## config.mk

```make
export PLATFORM = sky130hd
export DESIGN_NAME = i2s_receiver
export DESIGN_NICKNAME = d
export VERILOG_FILES = /design/src/rtl/core_audio_pkg.sv /design/src/rtl/sync_ff2.sv /design/src/rtl/i2s_receiver.sv
export SDC_FILE = /design/constraint.sdc
export NUM_CORES = 1
export LEC_CHECK = 0
export ABC_AREA = 1
export CAP_MARGIN = 10
export CORE_MARGIN = 1.5
export CORE_UTILIZATION = 25
export DETAILED_ROUTE_END_ITERATION = 8
export PLACE_DENSITY = 0.46
export SETUP_SLACK_MARGIN = 0.3
export SLEW_MARGIN = 40
export SYNTH_ARGS = -nofsm -noshare
export SYNTH_HDL_FRONTEND = slang
export SYNTH_SLANG_ARGS = --single-unit
```

## constraint.sdc

```tcl
create_clock -name clk_74a -period 2.1 [get_ports clk_74a]
set_clock_uncertainty 0.05 [all_clocks]
set_input_delay 0.21 -clock clk_74a [delete_from_list [all_inputs] [get_ports clk_74a]]
set_output_delay 0.21 -clock clk_74a [all_outputs]
set_load 0.1 [all_outputs]
```

## src/rtl/core_audio_pkg.sv

```systemverilog
// Shared constants and types for the audio receive path.
package core_audio_pkg;

  localparam int unsigned SampleBitsDefault = 16;
  localparam int unsigned SlotBitsDefault   = 32;

  // I2S word-select encoding: LRCK low is the left channel.
  typedef enum logic {
    ChLeft  = 1'b0,
    ChRight = 1'b1
  } channel_e;

  // Counter width able to hold values 0..max_val inclusive.
  function automatic int unsigned cnt_width(input int unsigned max_val);
    return $clog2(max_val + 1);
  endfunction

endpackage

```

## src/rtl/sync_ff2.sv

```systemverilog
// Two-flop synchronizer for a single asynchronous level.
module sync_ff2 (
  input  logic clk_i,
  input  logic rst_ni,
  input  logic d_i,
  output logic q_o
);

  logic meta_q;
  logic sync_q;

  always_ff @(posedge clk_i or negedge rst_ni) begin
    if (!rst_ni) begin
      meta_q <= 1'b0;
      sync_q <= 1'b0;
    end else begin
      meta_q <= d_i;
      sync_q <= meta_q;
    end
  end

  assign q_o = sync_q;

endmodule

```

## src/rtl/i2s_receiver.sv

```systemverilog
// I2S slave receiver: oversamples SCLK/LRCK/SDIN in the clk_74a domain and
// presents complete left/right pairs on a valid/ready handshake.
module i2s_receiver
  import core_audio_pkg::*;
#(
  parameter int unsigned SAMPLE_BITS = SampleBitsDefault,
  parameter int unsigned SLOT_BITS   = SlotBitsDefault
) (
  input  logic                   clk_74a,
  input  logic                   reset_n,
  input  logic                   i2s_sclk,
  input  logic                   i2s_lrck,
  input  logic                   i2s_sdin,
  output logic [SAMPLE_BITS-1:0] sample_left,
  output logic [SAMPLE_BITS-1:0] sample_right,
  output logic                   sample_valid,
  input  logic                   sample_ready,
  output logic                   locked,
  output logic                   overrun,
  output logic                   frame_err,
  input  logic                   err_clr
);

  localparam int unsigned CntW = cnt_width(SLOT_BITS);
  localparam logic [CntW-1:0] SlotMax   = CntW'(SLOT_BITS);
  localparam logic [CntW-1:0] SampleCnt = CntW'(SAMPLE_BITS);
  localparam logic [CntW-1:0] LastBit   = CntW'(SAMPLE_BITS - 1);

  logic sclk_s;
  logic lrck_s;
  logic sdin_s;

  sync_ff2 u_sync_sclk (
    .clk_i  (clk_74a),
    .rst_ni (reset_n),
    .d_i    (i2s_sclk),
    .q_o    (sclk_s)
  );

  sync_ff2 u_sync_lrck (
    .clk_i  (clk_74a),
    .rst_ni (reset_n),
    .d_i    (i2s_lrck),
    .q_o    (lrck_s)
  );

  sync_ff2 u_sync_sdin (
    .clk_i  (clk_74a),
    .rst_ni (reset_n),
    .d_i    (i2s_sdin),
    .q_o    (sdin_s)
  );

  logic                   sclk_prev_q;
  logic                   sclk_rise;
  logic                   primed_q, primed_d;
  logic                   lrck_prev_q, lrck_prev_d;
  channel_e               channel_q, channel_d;
  logic [CntW-1:0]        bit_cnt_q, bit_cnt_d;
  logic [SAMPLE_BITS-1:0] shift_q, shift_d;
  logic [SAMPLE_BITS-1:0] hold_left_q, hold_left_d;
  logic [SAMPLE_BITS-1:0] hold_right_q, hold_right_d;
  logic                   locked_q, locked_d;
  logic                   left_done_q, left_done_d;
  logic                   pair_done_q, pair_done_d;
  logic                   valid_q, valid_d;
  logic [SAMPLE_BITS-1:0] out_left_q, out_left_d;
  logic [SAMPLE_BITS-1:0] out_right_q, out_right_d;
  logic                   overrun_q, overrun_d;
  logic                   frame_err_q, frame_err_d;
  logic                   slot_err;
  logic                   drop_pair;
  logic [SAMPLE_BITS-1:0] word_next;

  assign sclk_rise = sclk_s & ~sclk_prev_q;
  assign word_next = {shift_q[SAMPLE_BITS-2:0], sdin_s};

  // Slot tracking and bit capture; everything advances only on an SCLK rise.
  always_comb begin
    primed_d     = primed_q;
    lrck_prev_d  = lrck_prev_q;
    channel_d    = channel_q;
    bit_cnt_d    = bit_cnt_q;
    shift_d      = shift_q;
    hold_left_d  = hold_left_q;
    hold_right_d = hold_right_q;
    locked_d     = locked_q;
    left_done_d  = left_done_q;
    pair_done_d  = 1'b0;
    slot_err     = 1'b0;

    if (sclk_rise) begin
      if (!primed_q) begin
        // First rise after reset only learns the current LRCK level, so a
        // reset released mid-slot never looks like a fresh transition.
        primed_d    = 1'b1;
        lrck_prev_d = lrck_s;
      end else if (lrck_s != lrck_prev_q) begin
        lrck_prev_d = lrck_s;
        channel_d   = channel_e'(lrck_s);
        bit_cnt_d   = '0;
        locked_d    = 1'b1;
        if (!lrck_s) begin
          left_done_d = 1'b0;
        end
      end else begin
        if (bit_cnt_q != SlotMax) begin
          bit_cnt_d = bit_cnt_q + 1'b1;
        end

        if (locked_q && (bit_cnt_q < SampleCnt)) begin
          shift_d = word_next;
          if (bit_cnt_q == LastBit) begin
            if (channel_q == ChLeft) begin
              hold_left_d = word_next;
              left_done_d = 1'b1;
            end else begin
              hold_right_d = word_next;
              if (left_done_q) begin
                pair_done_d = 1'b1;
                left_done_d = 1'b0;
              end
            end
          end
        end

        // A slot that runs to SLOT_BITS without a word-select change is lost.
        if (locked_q && (bit_cnt_q == SlotMax - 1'b1)) begin
          locked_d    = 1'b0;
          left_done_d = 1'b0;
          slot_err    = 1'b1;
        end
      end
    end
  end

  // Output handshake and sticky error flags.
  always_comb begin
    valid_d     = valid_q;
    out_left_d  = out_left_q;
    out_right_d = out_right_q;
    drop_pair   = 1'b0;

    if (valid_q && sample_ready) begin
      valid_d = 1'b0;
    end

    if (pair_done_q) begin
      if (!valid_q || sample_ready) begin
        out_left_d  = hold_left_q;
        out_right_d = hold_right_q;
        valid_d     = 1'b1;
      end else begin
        drop_pair = 1'b1;
      end
    end

    // A same-cycle set wins over err_clr.
    overrun_d   = drop_pair | (overrun_q & ~err_clr);
    frame_err_d = slot_err | (frame_err_q & ~err_clr);
  end

  always_ff @(posedge clk_74a or negedge reset_n) begin
    if (!reset_n) begin
      sclk_prev_q  <= 1'b0;
      primed_q     <= 1'b0;
      lrck_prev_q  <= 1'b0;
      channel_q    <= ChLeft;
      bit_cnt_q    <= '0;
      shift_q      <= '0;
      hold_left_q  <= '0;
      hold_right_q <= '0;
      locked_q     <= 1'b0;
      left_done_q  <= 1'b0;
      pair_done_q  <= 1'b0;
      valid_q      <= 1'b0;
      out_left_q   <= '0;
      out_right_q  <= '0;
      overrun_q    <= 1'b0;
      frame_err_q  <= 1'b0;
    end else begin
      sclk_prev_q  <= sclk_s;
      primed_q     <= primed_d;
      lrck_prev_q  <= lrck_prev_d;
      channel_q    <= channel_d;
      bit_cnt_q    <= bit_cnt_d;
      shift_q      <= shift_d;
      hold_left_q  <= hold_left_d;
      hold_right_q <= hold_right_d;
      locked_q     <= locked_d;
      left_done_q  <= left_done_d;
      pair_done_q  <= pair_done_d;
      valid_q      <= valid_d;
      out_left_q   <= out_left_d;
      out_right_q  <= out_right_d;
      overrun_q    <= overrun_d;
      frame_err_q  <= frame_err_d;
    end
  end

  assign sample_left  = out_left_q;
  assign sample_right = out_right_q;
  assign sample_valid = valid_q;
  assign locked       = locked_q;
  assign overrun      = overrun_q;
  assign frame_err    = frame_err_q;

endmodule

```

==> impl_metrics.json <==
{
  "status": "complete, no violations",
  "period_minus_slack_ns": 1.67,
  "first_global_vias": 2636,
  "final-setup-viol-count": 0,
  "r2r-end": "hold_left_q[13]",
  "cts_sinks": 101,
  "crit_fanout": 10,
  "cp_num_buf_inv": 3,
  "end_kind": "flop",
  "cp-start-kind": "flop",
  "crit_arrival_ns": 1.86,
  "dr.pass1.iters": 4,
  "slowest_stage": "dfrtp_1",
  "cts_tree": "built",
  "clockRootBuffer": "clkbuf_16",
  "drive_gt1_share_pct": 32.0,
  "synth.net_count": 364,
  "diodes": 0,
  "grt_max_degree": 62,
  "timing.rr.start": "u_sync_lrck.q_o",
  "row_count": 46,
  "critPathLaunch": "u_sync_lrck.q_o",
  "swShare_pct": 27.7,
  "gr-usage-all-layers_pct": 10.6,
  "crit_type": "flop to flop",
  "fin_crit_sh_pct": 79.5,
  "power.switching_uw": 1180,
  "seq_area_frac_synth_pct": 62.8,
  "synthCells": 354,
  "via_per_inst": 4.11,
  "power_leakage_uw": 0.00240,
  "antenna_found_initial": 0,
  "vias": 2583,
  "yosysTopAreaCellShare_pct": 62.8,
  "die_h_um": 130,
  "reg2reg_depth": 8,
  "fin_nets": 418,
  "chipWidth_um": 130,
  "path_delay_family": "buffers and inverters",
  "ys_types": 22,
  "totalWireLength_mm": 8.19,
  "ant_nets": 0,
  "tightest_slew_ns": 0.401,
  "max-cap-violations": 0,
  "synthTopCellsByArea": "dfrtp_1, mux2_2, nand2_1",
  "synth-seq-cells": 101,
  "hpwl_mm": 5.06,
  "peakVddDrop_mv": 0.404,
  "area_delta_synth_final_pct": 24.1,
  "die_area_um2": 16900,
  "clk_latency_ns": 0.35,
  "p_comb_share_pct": 12.6,
  "p_seq_share_pct": 50.1,
  "hp-class": "primary input to asynchronous set/reset pin",
  "io_pins": 43,
  "p_clk_share_pct": 37.4,
  "slew_headroom_pct": 73.2,
  "cts_buffer_depth": 2,
  "initial_core_util_pct": 25.4,
  "ff2ff_setup_slack_ns": 0.43,
  "yosysTopAreaCell": "dfrtp_1",
  "p_int_uw": 3080,
  "fin_util_pct": 31.6,
  "yosys_warnings": 0,
  "overflow": 0,
  "cp_num_cells": 8,
  "io_buffers": 42,
  "drtIter0Drc": 173,
  "rsz0062_at_grt": "no",
  "wl_per_cell_um": 13.0,
  "slew_violations": 0,
  "path_cells": "ha_4 -> inv_2 -> nor3_4 -> buf_4 -> nand3_4 -> buf_12 -> nand2_1 -> o21ai_1",
  "tns_ns": 0,
  "cp.required_ns": 2.29,
  "core-area_um2": 15800,
  "critPathMaxStageDelay_ns": 0.41,
  "gp_congestion": 0.893,
  "htree_levels": 3,
  "fmax_mhz": 599,
  "powerDensity_nw_per_um2": 851,
  "crit_path_end": "hold_left_q[13]",
  "cts.reportedPaths.clkPinSlew_ns": 0.07,
  "drc": 0,
  "avgSynthCellArea_um2": 11.4,
  "grt_pass1_wl_mm": 13.5,
  "numCtsBuffers": 9,
  "syn-cell-area_um2": 4030,
  "hold_viol_final": 0
}
[cell type report]
| cell class | instances | area [um2] |
|---|---|---|
| clock inverters | 4 | 32.5 |
| repair buffers | 53 | 458 |
| inverters | 37 | 139 |
| clock buffers | 12 | 246 |
| well taps | 216 | 270 |
| flip-flops and latches | 101 | 2530 |
| multi-input cells | 206 | 1320 |
| fillers | 1604 | 10800 |
[metal layers]
layer | routed length (um) | global-route usage, % | part of all wire, %
met1 | 3780 | 13.5 | 46
met2 | 3890 | 16.3 | 48
met3 | 297 | 2.62 | 3.6
met4 | 222 | 6.27 | 2.7
met5 | 0 | 0 | 0
[synth_stat cells]
| master | number |
|---|---|
| o21ai_1 | 14 |
| o21ai_0 | 19 |
| nor2_2 | 2 |
| inv_2 | 1 |
| nor2_1 | 11 |
| and3_2 | 1 |
| nand2_2 | 1 |
| dfrtp_1 | 101 |
| inv_1 | 36 |
| nand3_1 | 13 |
| buf_2 | 6 |
| nand3_4 | 1 |
| nand2_1 | 77 |
| buf_6 | 6 |
| nand3_2 | 1 |
| ha_1 | 3 |
| nand4_1 | 2 |
| o22ai_1 | 1 |
| nor3_1 | 1 |
| nor3_4 | 1 |
| o21ai_2 | 24 |
| mux2_2 | 32 |
[cells by family (layout without fill, tap and decap cells)]
family | count (synthesis) | count (layout) | share of synthesized area [%]
AND/OR/NAND/NOR | 111 | 113 | 12.0
flip-flops | 101 | 101 | 62.8
AO/OA/AOI/OAI | 58 | 58 | 9.48
buffers and inverters | 49 | 106 | 5.87
multiplexers | 32 | 32 | 8.95
adder cells (fa/ha/maj) | 3 | 3 | 0.932
[worst register-to-register path: stages (launching register included)]
cell	delay, ns
dfrtp_1	0.41
ha_4	0.32
inv_2	0.08
nor3_4	0.12
buf_4	0.20
nand3_4	0.11
buf_12	0.18
nand2_1	0.05
o21ai_1	0.05
[flip-flops by register name, indices dropped and copies added, names as in the netlist, 6 cells and up]
signal,cells
shift_q,15
bit_cnt_q,6
hold_left_q,16
hold_right_q,16
sample_left,16
sample_right,16
[worst min path at each step]
stage	from	to	slack [ns]
6_report	reset_n	bit_cnt_q[3]	0.19
3_5_place_dp	reset_n	u_sync_lrck.meta_q	0.01
2_1_floorplan	reset_n	bit_cnt_q[0]	-0.14
5_1_grt	reset_n	frame_err	0.21
4_1_cts	reset_n	bit_cnt_q[3]	0.18
3_3_place_gp	reset_n	u_sync_lrck.meta_q	0.009
[stage by stage]
step / total power (uW) / cell area (um2) / setup slack (ns) / std cells / hold WS, ns
5_1_grt: 4490 / 5000 / 0.276 / 629 / 0.209
2_1_floorplan: 2520 / 4030 / 0.346 / 354 / -0.136
3_3_place_gp: 2650 / 4590 / 0.116 / 605 / 0.00877
3_5_place_dp: 2650 / 4590 / 0.0609 / 605 / 0.0130
4_1_cts: 4300 / 4960 / 0.320 / 628 / 0.177
6_report: 4260 / 5000 / 0.431 / 629 / 0.186
[layout by cell type (no fill, tap or decap), types with 3 or more instances in the layout]
cell type        netlist  routed
dfrtp_1              101      99
nand2_1               77      76
buf_4                  0      42
inv_1                 36      36
mux2_2                32      32
o21ai_2               24      24
o21ai_0               19      19
o21ai_1               14      14
nand3_1               13      12
nor2_1                11      11
clkbuf_16              0       9
clkdlybuf4s50_1        0       5
nand3_4                1       3
buf_12                 0       3
[timing repair]
item	4_1_cts	5_1_grt
pin swaps	2	1
resized for setup	4	5
endpoints found under the setup margin	39	52
cloned	1	1
hold endpoints to repair	79	0
setup buffers	5	0
hold buffers	1	0
[power by group through the flow]
stage	logic, uW	registers [uW]	clock network (uW)
after floorplan	364	2150	0
after global placement	484	2160	0
after detailed placement	484	2160	0
after CTS	515	2130	1650
after global routing	612	2150	1730
final	535	2130	1590
Note: power is estimated with default switching activity, not from simulation.
